==> config.mk <==
export PLATFORM = sky130hd
export DESIGN_NAME = rns_reg_file
export DESIGN_NICKNAME = d
export VERILOG_FILES = /design/src/rtl/rns_reg_file.sv
export SDC_FILE = /design/constraint.sdc
export NUM_CORES = 1
export LEC_CHECK = 0
export BUFFER_PORTS_ARGS = -buffer_cell sky130_fd_sc_hd__buf_2
export CAP_MARGIN = 20
export CORE_ASPECT_RATIO = 1.75
export CORE_MARGIN = 2
export CORE_UTILIZATION = 46
export DETAILED_ROUTE_END_ITERATION = 10
export PLACE_DENSITY = 0.66
export SLEW_MARGIN = 10
export SYNTH_ARGS = -nofsm -noshare
export SYNTH_HDL_FRONTEND = slang
export SYNTH_SLANG_ARGS = --single-unit
==> constraint.sdc <==
create_clock -name clk -period 2.3 [get_ports clk]
set_input_delay 0.23 -clock clk [delete_from_list [all_inputs] [get_ports clk]]
set_output_delay 0.23 -clock clk [all_outputs]
set_load 0.05 [all_outputs]
==> src/rtl/rns_reg_file.sv <==
// Multi-domain RNS register file: 2 combinational reads, 1 lane-masked write,
// busy scoreboard and a sequenced clear sweep. Define REG_FILE_BYPASS_EN for write-to-read forwarding.
module rns_reg_file #(
    parameter int NUM_DOMAINS = 1,
    parameter int DOM_W       = 8,
    parameter int ADDR_W      = 3
) (
    input  logic                         clk,
    input  logic                         reset,
    input  logic [ADDR_W-1:0]            rd_addr1,
    input  logic [ADDR_W-1:0]            rd_addr2,
    output logic [NUM_DOMAINS*DOM_W-1:0] rd_data1,
    output logic [NUM_DOMAINS*DOM_W-1:0] rd_data2,
    output logic                         rd_busy1,
    output logic                         rd_busy2,
    input  logic                         wr_en,
    input  logic [ADDR_W-1:0]            wr_addr,
    input  logic [NUM_DOMAINS*DOM_W-1:0] wr_data,
    input  logic [NUM_DOMAINS-1:0]       wr_dom_mask,
    input  logic                         rsv_en,
    input  logic [ADDR_W-1:0]            rsv_addr,
    input  logic                         clr_req,
    output logic                         clr_busy,
    output logic                         clr_done
);

    localparam int DEPTH = 2 ** ADDR_W;
    localparam int W     = NUM_DOMAINS * DOM_W;

    typedef enum logic {IDLE, CLEAR} state_t;

    state_t            state_q, state_d;
    logic [ADDR_W-1:0] idx_q, idx_d;
    logic              done_q, done_d;
    logic [W-1:0]      mem_q [DEPTH];
    logic [W-1:0]      mem_d [DEPTH];
    logic [DEPTH-1:0]  busy_q, busy_d;

    logic [W-1:0]      wr_merged;
    logic              wr_ok;
    logic              rsv_ok;

    // Stored word with the enabled lanes replaced; shared by the write path and forwarding.
    always_comb begin
        wr_merged = mem_q[wr_addr];
        for (int d = 0; d < NUM_DOMAINS; d++) begin
            if (wr_dom_mask[d]) begin
                wr_merged[d*DOM_W +: DOM_W] = wr_data[d*DOM_W +: DOM_W];
            end
        end
        wr_ok  = wr_en && (state_q == IDLE);
        rsv_ok = rsv_en && (state_q == IDLE);
    end

    always_comb begin
        state_d = state_q;
        idx_d   = idx_q;
        done_d  = 1'b0;
        mem_d   = mem_q;
        busy_d  = busy_q;
        case (state_q)
            IDLE: begin
                if (wr_ok) begin
                    mem_d[wr_addr]  = wr_merged;
                    busy_d[wr_addr] = 1'b0;
                end
                // Reservation is applied after the write so it wins on a shared address.
                if (rsv_ok) begin
                    busy_d[rsv_addr] = 1'b1;
                end
                if (clr_req) begin
                    state_d = CLEAR;
                    idx_d   = '0;
                end
            end
            CLEAR: begin
                mem_d[idx_q]  = '0;
                busy_d[idx_q] = 1'b0;
                idx_d         = idx_q + 1'b1;
                if (idx_q == ADDR_W'(DEPTH - 1)) begin
                    state_d = IDLE;
                    done_d  = 1'b1;
                end
            end
            default: state_d = IDLE;
        endcase
    end

    always_ff @(posedge clk or posedge reset) begin
        if (reset) begin
            state_q <= IDLE;
            idx_q   <= '0;
            done_q  <= 1'b0;
            busy_q  <= '0;
            for (int i = 0; i < DEPTH; i++) begin
                mem_q[i] <= '0;
            end
        end else begin
            state_q <= state_d;
            idx_q   <= idx_d;
            done_q  <= done_d;
            busy_q  <= busy_d;
            mem_q   <= mem_d;
        end
    end

    always_comb begin
        rd_data1 = mem_q[rd_addr1];
        rd_busy1 = busy_q[rd_addr1];
        rd_data2 = mem_q[rd_addr2];
        rd_busy2 = busy_q[rd_addr2];
`ifdef REG_FILE_BYPASS_EN
        // Forwarded busy is the post-edge value: cleared by the write unless reserved alongside it.
        if (wr_ok && (rd_addr1 == wr_addr)) begin
            rd_data1 = wr_merged;
            rd_busy1 = rsv_ok && (rsv_addr == wr_addr);
        end
        if (wr_ok && (rd_addr2 == wr_addr)) begin
            rd_data2 = wr_merged;
            rd_busy2 = rsv_ok && (rsv_addr == wr_addr);
        end
`else
`endif
    end

    assign clr_busy = (state_q == CLEAR);
    assign clr_done = done_q;

endmodule

==> impl_metrics.ini, run 1 <==
[status]
outcome = finished, final reports clean

[grt]
grt_max_degree = 41
grt_pass1_wl_um = 24770
grt_antenna_before_repair = 0
grt.total_usage = 0.2715
overflow = 0
grt_pass1_vias = 4519

[place]
routabilityCongestion = 0.9064
io_buffer_count = 45
placed_area_um2 = 5604
place_hpwl_um = 10850
post-place-ws_ns = 0.08230

[clock_network]
postCtsSetupRepairBufs = 0
clock_sinks = 77
htree_levels = 3
clk_path_buf_depth = 2
ctsHoldBuffers = 1
clkLatencyLatePin_ns = 0.33
tritoncts = yes
cts_resized = 0
clk_pin_slew_worst_paths_ns = 0.06
cts_root_buffer = clkbuf_16
cts_made_buffers = 9

[die]
io_pins = 46
die_h_um = 143.2
die_w_um = 83.56
start_util = 0.4735
dieArea_um2 = 11970
rows = 50
core-area_um2 = 10760

[synth]
synth_compound_area_frac = 0.2068
synth_area_um2 = 5095
ys_async_sr_fraction = 1.000
netlist_instances = 434
yosysWarningCount = 0
synthSimpleGateAreaFrac = 0.1154
avgSynthCellArea_um2 = 11.74
synthXorXnorAreaFrac = 0
ys.flop_type = dfrtp_1
synthMuxAreaShare = 0.2529
ys_ff_latch = 77
synth-edff-count = 0
syn_nets = 462
synth_top_family_by_area = multiplexers
synth_fa_ha_area_frac = 0.004912
yosysSeqAreaShare = 0.3782
yosysUniqueCellTypes = 48

[power_and_ir_drop]
p_leak_nw = 2.515
power_density_nw_per_um2 = 915.6
vdd_ir_drop_max_mv = 1.034

[routing]
first_iter_violations = 364
antenna_left = 0
avgRoutedWirePerCell_um = 24.60
totalWireLength_um = 15570
post_drt_via_cell_ratio = 6.742
drc = 0
dr.pass1.iters = 5
vias = 4268

[sta]
period_share = 0.9123
fmax_mhz = 476.6
holdWs_ns = 0.1056
worst_slew_pin_slew_ns = 1.104
rsz0062_at_grt = no
finalMaxSlewViolations = 0
setup_tns_ns = 0
finClkSkew_ns = 0.008627
finalCriticalPeriod_ns = 2.098
setup_violations = 0
relSlewSlack = 0.2639
fin_ws_ns = 0.2018
finalHoldViolations = 0

[critical_path]
cp-end-kind = flop
critPathSlowestCell = a22oi_1
cp.required_ns = 2.54
criticalPathCategory = flop to flop
critPathArrivalTime_ns = 2.34
critPathMaxFanout = 13
setup.worst_path.start_class = flop
reg2reg_depth = 5
critPathMaxStageDelay_ns = 0.86
cp_top_family = compound AO/OA/AOI/OAI gates
critical_path_buf_inv_count = 1
path_depth = 5
startpoint = clr_busy
crit_chain = buf_4 -> nor2b_1 -> a22oi_1 -> nand2_1 -> o31ai_1
rr_startpoint = clr_busy

[final_layout]
design_area_um2 = 5927
finish.utilization = 0.5508
area_growth_syn_to_layout_pct = 16.33
final_cell_mix = nand2_1 (77), dfrtp_1 (77), o31ai_1 (55)
fillers = 944
antenna_cells = 0
fin_nets = 526
drive_above_1_share = 0.3579

[worst_hold_path]
min_path_cells = 2
min_from = clr_req
hold_class = input port to flop

[flow_run]
drv_cap = 0
==> cells by family (layout without fill, tap and decap cells) <==
kind of cell    count (synthesis)  in the layout
compound gates                119            119
fa+ha+maj                       2              2
buf+inv                        34            103
flops                          77             77
mux                            79             79
simple gates                  123            123
==> state kept, by name, indices dropped and copies added (netlist names) <==
register / flops
clr_done: 1
idx_q: 3
busy_q: 8
clr_busy: 1
mem_q: 64
==> area by class of cell <==
| class | instances | area (um^2) | share of cell area |
|---|---|---|---|
| Timing Repair Buffer | 84 | 558.0 | 0.09415 |
| Clock inverter | 3 | 42.54 | 0.007178 |
| Clock buffer | 13 | 270.3 | 0.04560 |
| Multi-Input combinational cell | 323 | 2955 | 0.4986 |
| Inverter | 3 | 11.26 | 0.001900 |
| Tap cell | 130 | 162.7 | 0.02744 |
| Sequential cell | 77 | 1927 | 0.3251 |
==> final timing paths <==
| path | slack, ns | endpoint |
|---|---|---|
| max | 0.20 | mem_q[56] |
| min | 0.11 | idx_q[1] |
| max reg2reg | 0.20 | mem_q[56] |
| min reg2reg | 0.52 | mem_q[35] |
| max in group asynchronous | 1.20 | mem_q[17] |
| min in group asynchronous | 0.43 | mem_q[28] |
==> report_power, final <==
group / switching (mW) / internal, mW
registers: 0.355 / 1.62
clock network: 0.558 / 0.929
logic: 1.17 / 0.789
==> cell usage after synthesis (2+ instances only) <==
master / n / area (um^2)
buf_2: 9 / 45.04
a21oi_1: 10 / 50.05
nand3_1: 2 / 10.01
a22oi_1: 10 / 75.07
a211oi_4: 6 / 120.1
ha_1: 2 / 25.02
mux2i_1: 17 / 170.2
o221ai_2: 6 / 90.09
clkbuf_1: 8 / 30.03
mux2_2: 22 / 247.7
nand2_1: 77 / 289.0
buf_6: 5 / 56.30
mux4_2: 36 / 810.8
buf_1: 4 / 15.01
o21ai_0: 5 / 25.02
a32o_1: 8 / 80.08
nand2b_1: 5 / 31.28
or4b_1: 6 / 60.06
o31ai_1: 55 / 412.9
a32oi_1: 5 / 43.79
inv_1: 2 / 7.510
mux2_4: 4 / 60.06
and2_1: 3 / 18.77
nor2b_1: 8 / 50.05
and3b_1: 2 / 17.52
nor2_1: 12 / 45.04
a22o_1: 7 / 61.31
buf_4: 2 / 15.01
dfrtp_1: 77 / 1927
==> stage by stage <==
stage          total power, mW  std cells
6_report                 5.427        633
5_1_grt                  5.696        633
4_1_cts                  5.427        633
3_5_place_dp             3.938        616
3_3_place_gp             3.879        616
2_1_floorplan            3.308        434
==> layer usage <==
metal / GRT usage / up-vias / part of all wire
li1: - / 1835 / -
met2: 0.4779 / 194 / 0.52
met4: 0.1570 / 0 / 0.055
met1: 0.3069 / 2182 / 0.36
met3: 0.05029 / 57 / 0.063
met5: 0 / - / 0
Note: power is estimated with default switching activity, not from simulation.
==> inputs of run 2 (changes only) <==
- CTS_BUF_LIST: not set -> sky130_fd_sc_hd__clkbuf_8
- PLACE_DENSITY: 0.66 -> 0.63
- clock period: 2.3 -> 2 ns (I/O delays scaled with it)
==> run 2 against run 1 <==
Net effect:
- sequential cell count is the same
- clock power shrank 23%
- sequential power grew 12%
- combinational power grew 24%
- critical path type is now flop to primary output
- critical endpoint is now rd_data2[1]
- largest cell class unchanged
- highest routed layer unchanged
==> impl_metrics.ini, run 2 (synthesized netlist as in run 1, its figures left out) <==
[final_layout]
regArea_um2 = 1927
drive_above_1_share = 0.3721
multi_input_area_um2 = 2955
design_area_um2 = 5956
area_growth_syn_to_layout_pct = 16.90
fin_nets = 541
antenna_cells = 0
finish.utilization = 0.5535
reg.largest.list = mem_q (64), busy_q (8), idx_q (3)
final_cell_mix = nand2_1 (77), dfrtp_1 (77), o31ai_1 (55)
fillers = 921
largest-register = mem_q
largest_register_ffs = 64

[critical_path]
cp.required_ns = 1.80
cp-endpoint = rd_data2[1]
reg2reg_to = mem_q[50]
reg2reg_depth = 5
reg2reg_slack_ns = 0.12
rr_startpoint = clr_busy
critPathMaxFanout = 4
setup.worst_path.start_class = flop
startpoint = mem_q[57]
critPathArrivalTime_ns = 1.76
cp-end-kind = primary output
criticalPathCategory = flop to primary output

[sta]
rsz0062_at_grt = no
finalMaxSlewViolations = 0
holdWs_ns = 0.05986
fmax_mhz = 511.2
relSlewSlack = 0.2601
setup_tns_ns = 0
finalHoldViolations = 0
finalCriticalPeriod_ns = 1.956
period_share = 0.9780
setup_violations = 0
finClkSkew_ns = 0.004627
worst_slew_pin_slew_ns = 1.110

[place]
place_hpwl_um = 11190
routabilityCongestion = 0.9072
placed_area_um2 = 5743
io_buffer_count = 45

[clock_network]
clk_pin_slew_worst_paths_ns = 0.08
clock_sinks = 77
cts_made_buffers = 9
tritoncts = yes
cts_root_buffer = clkbuf_8
clk_path_buf_depth = 2
htree_levels = 3
clkLatencyLatePin_ns = 0.35

[routing]
drc = 0
first_iter_violations = 412
antenna_left = 0
totalWireLength_um = 15400
dr.pass1.iters = 5
avgRoutedWirePerCell_um = 23.83
post_drt_via_cell_ratio = 6.449
vias = 4166

[power_and_ir_drop]
total_power_mw = 5.789
p_leak_nw = 2.543
power_density_nw_per_um2 = 972.0
vdd_ir_drop_max_mv = 0.8500

[grt]
grt.total_usage = 0.2665
grt_max_degree = 48
grt_pass1_wl_um = 23890
grt_antenna_before_repair = 0
overflow = 0
grt_pass1_vias = 4259

[die]
rows = 50
io_pins = 46
start_util = 0.4735
dieArea_um2 = 11970
die_w_um = 83.56
die_h_um = 143.2
core-area_um2 = 10760

[status]
outcome = finished, final reports clean

[worst_hold_path]
hold_class = input port to flop

[flow_run]
drv_cap = 0
[run 2: cell count changes in the layout (fill, tap and decap cells not counted), moves of 2 or more]
cell and delta:
buf_4 +13, inv_1 +2, buf_12 +3, clkbuf_4 +2
clkbuf_16 -9, clkbuf_8 +7, buf_2 -3
[run 2: how the worst min path moves through the flow]
stage                        from        to  slack, ns  cells after the start
after global placement      reset  mem_q[8]       0.19                      2
after detailed placement    reset  mem_q[8]       0.19                      2
after floorplan           clr_req  idx_q[1]       0.31                      1
final                     clr_req  idx_q[1]       0.06                      2
after global routing      clr_req  idx_q[2]       0.06                      2
after CTS                 clr_req  idx_q[2]       0.05                      2
[run 2: timing repair]
| item | CTS | global route |
|---|---|---|
| resized for setup | 0 | 4 |
| buffers inserted | 0 | 2 |
| endpoints found under the setup margin | 0 | 3 |
| hold endpoints to repair | 11 | 0 |
| hold buffers | 1 | 0 |
[run 2: cell type report]
| type | instances | area share |
|---|---|---|
| Clock inverter | 4 | 0.007143 |
| Sequential cell | 77 | 0.3235 |
| Multi-Input combinational cell | 323 | 0.4962 |
| Timing Repair Buffer | 99 | 0.1202 |
| Clock buffer | 10 | 0.02311 |
| Tap cell | 130 | 0.02731 |
| Inverter | 3 | 0.002521 |
[run 2: power breakdown]
part	total, mW	switching, mW	internal [mW]
Clock	1.15	0.560	0.587
Sequential	2.22	0.352	1.86
Combinational	2.43	1.42	1.00
Total	5.79	2.33	3.45
[run 2: critical path, stage by stage (launching register included)]
cell      delay, ns
dfrtp_1        0.43
mux4_2         0.48
mux2_2         0.28
clkbuf_4       0.21
[run 2: per-layer routing]
metal / GRT usage / wire (um)
met3: 0.04335 / 844
met4: 0.1630 / 843
met1: 0.3085 / 5710
met2: 0.4614 / 7996
met5: 0 / 0
[run 2: per-stage QoR]
stage | worst slack (ns) | cells
global route | 0.003730 | 646
finish | 0.04394 | 646
CTS | 0.03316 | 644
global placement | 0.1016 | 629
floorplan | 0.1126 | 434
detailed placement | 0.08206 | 629
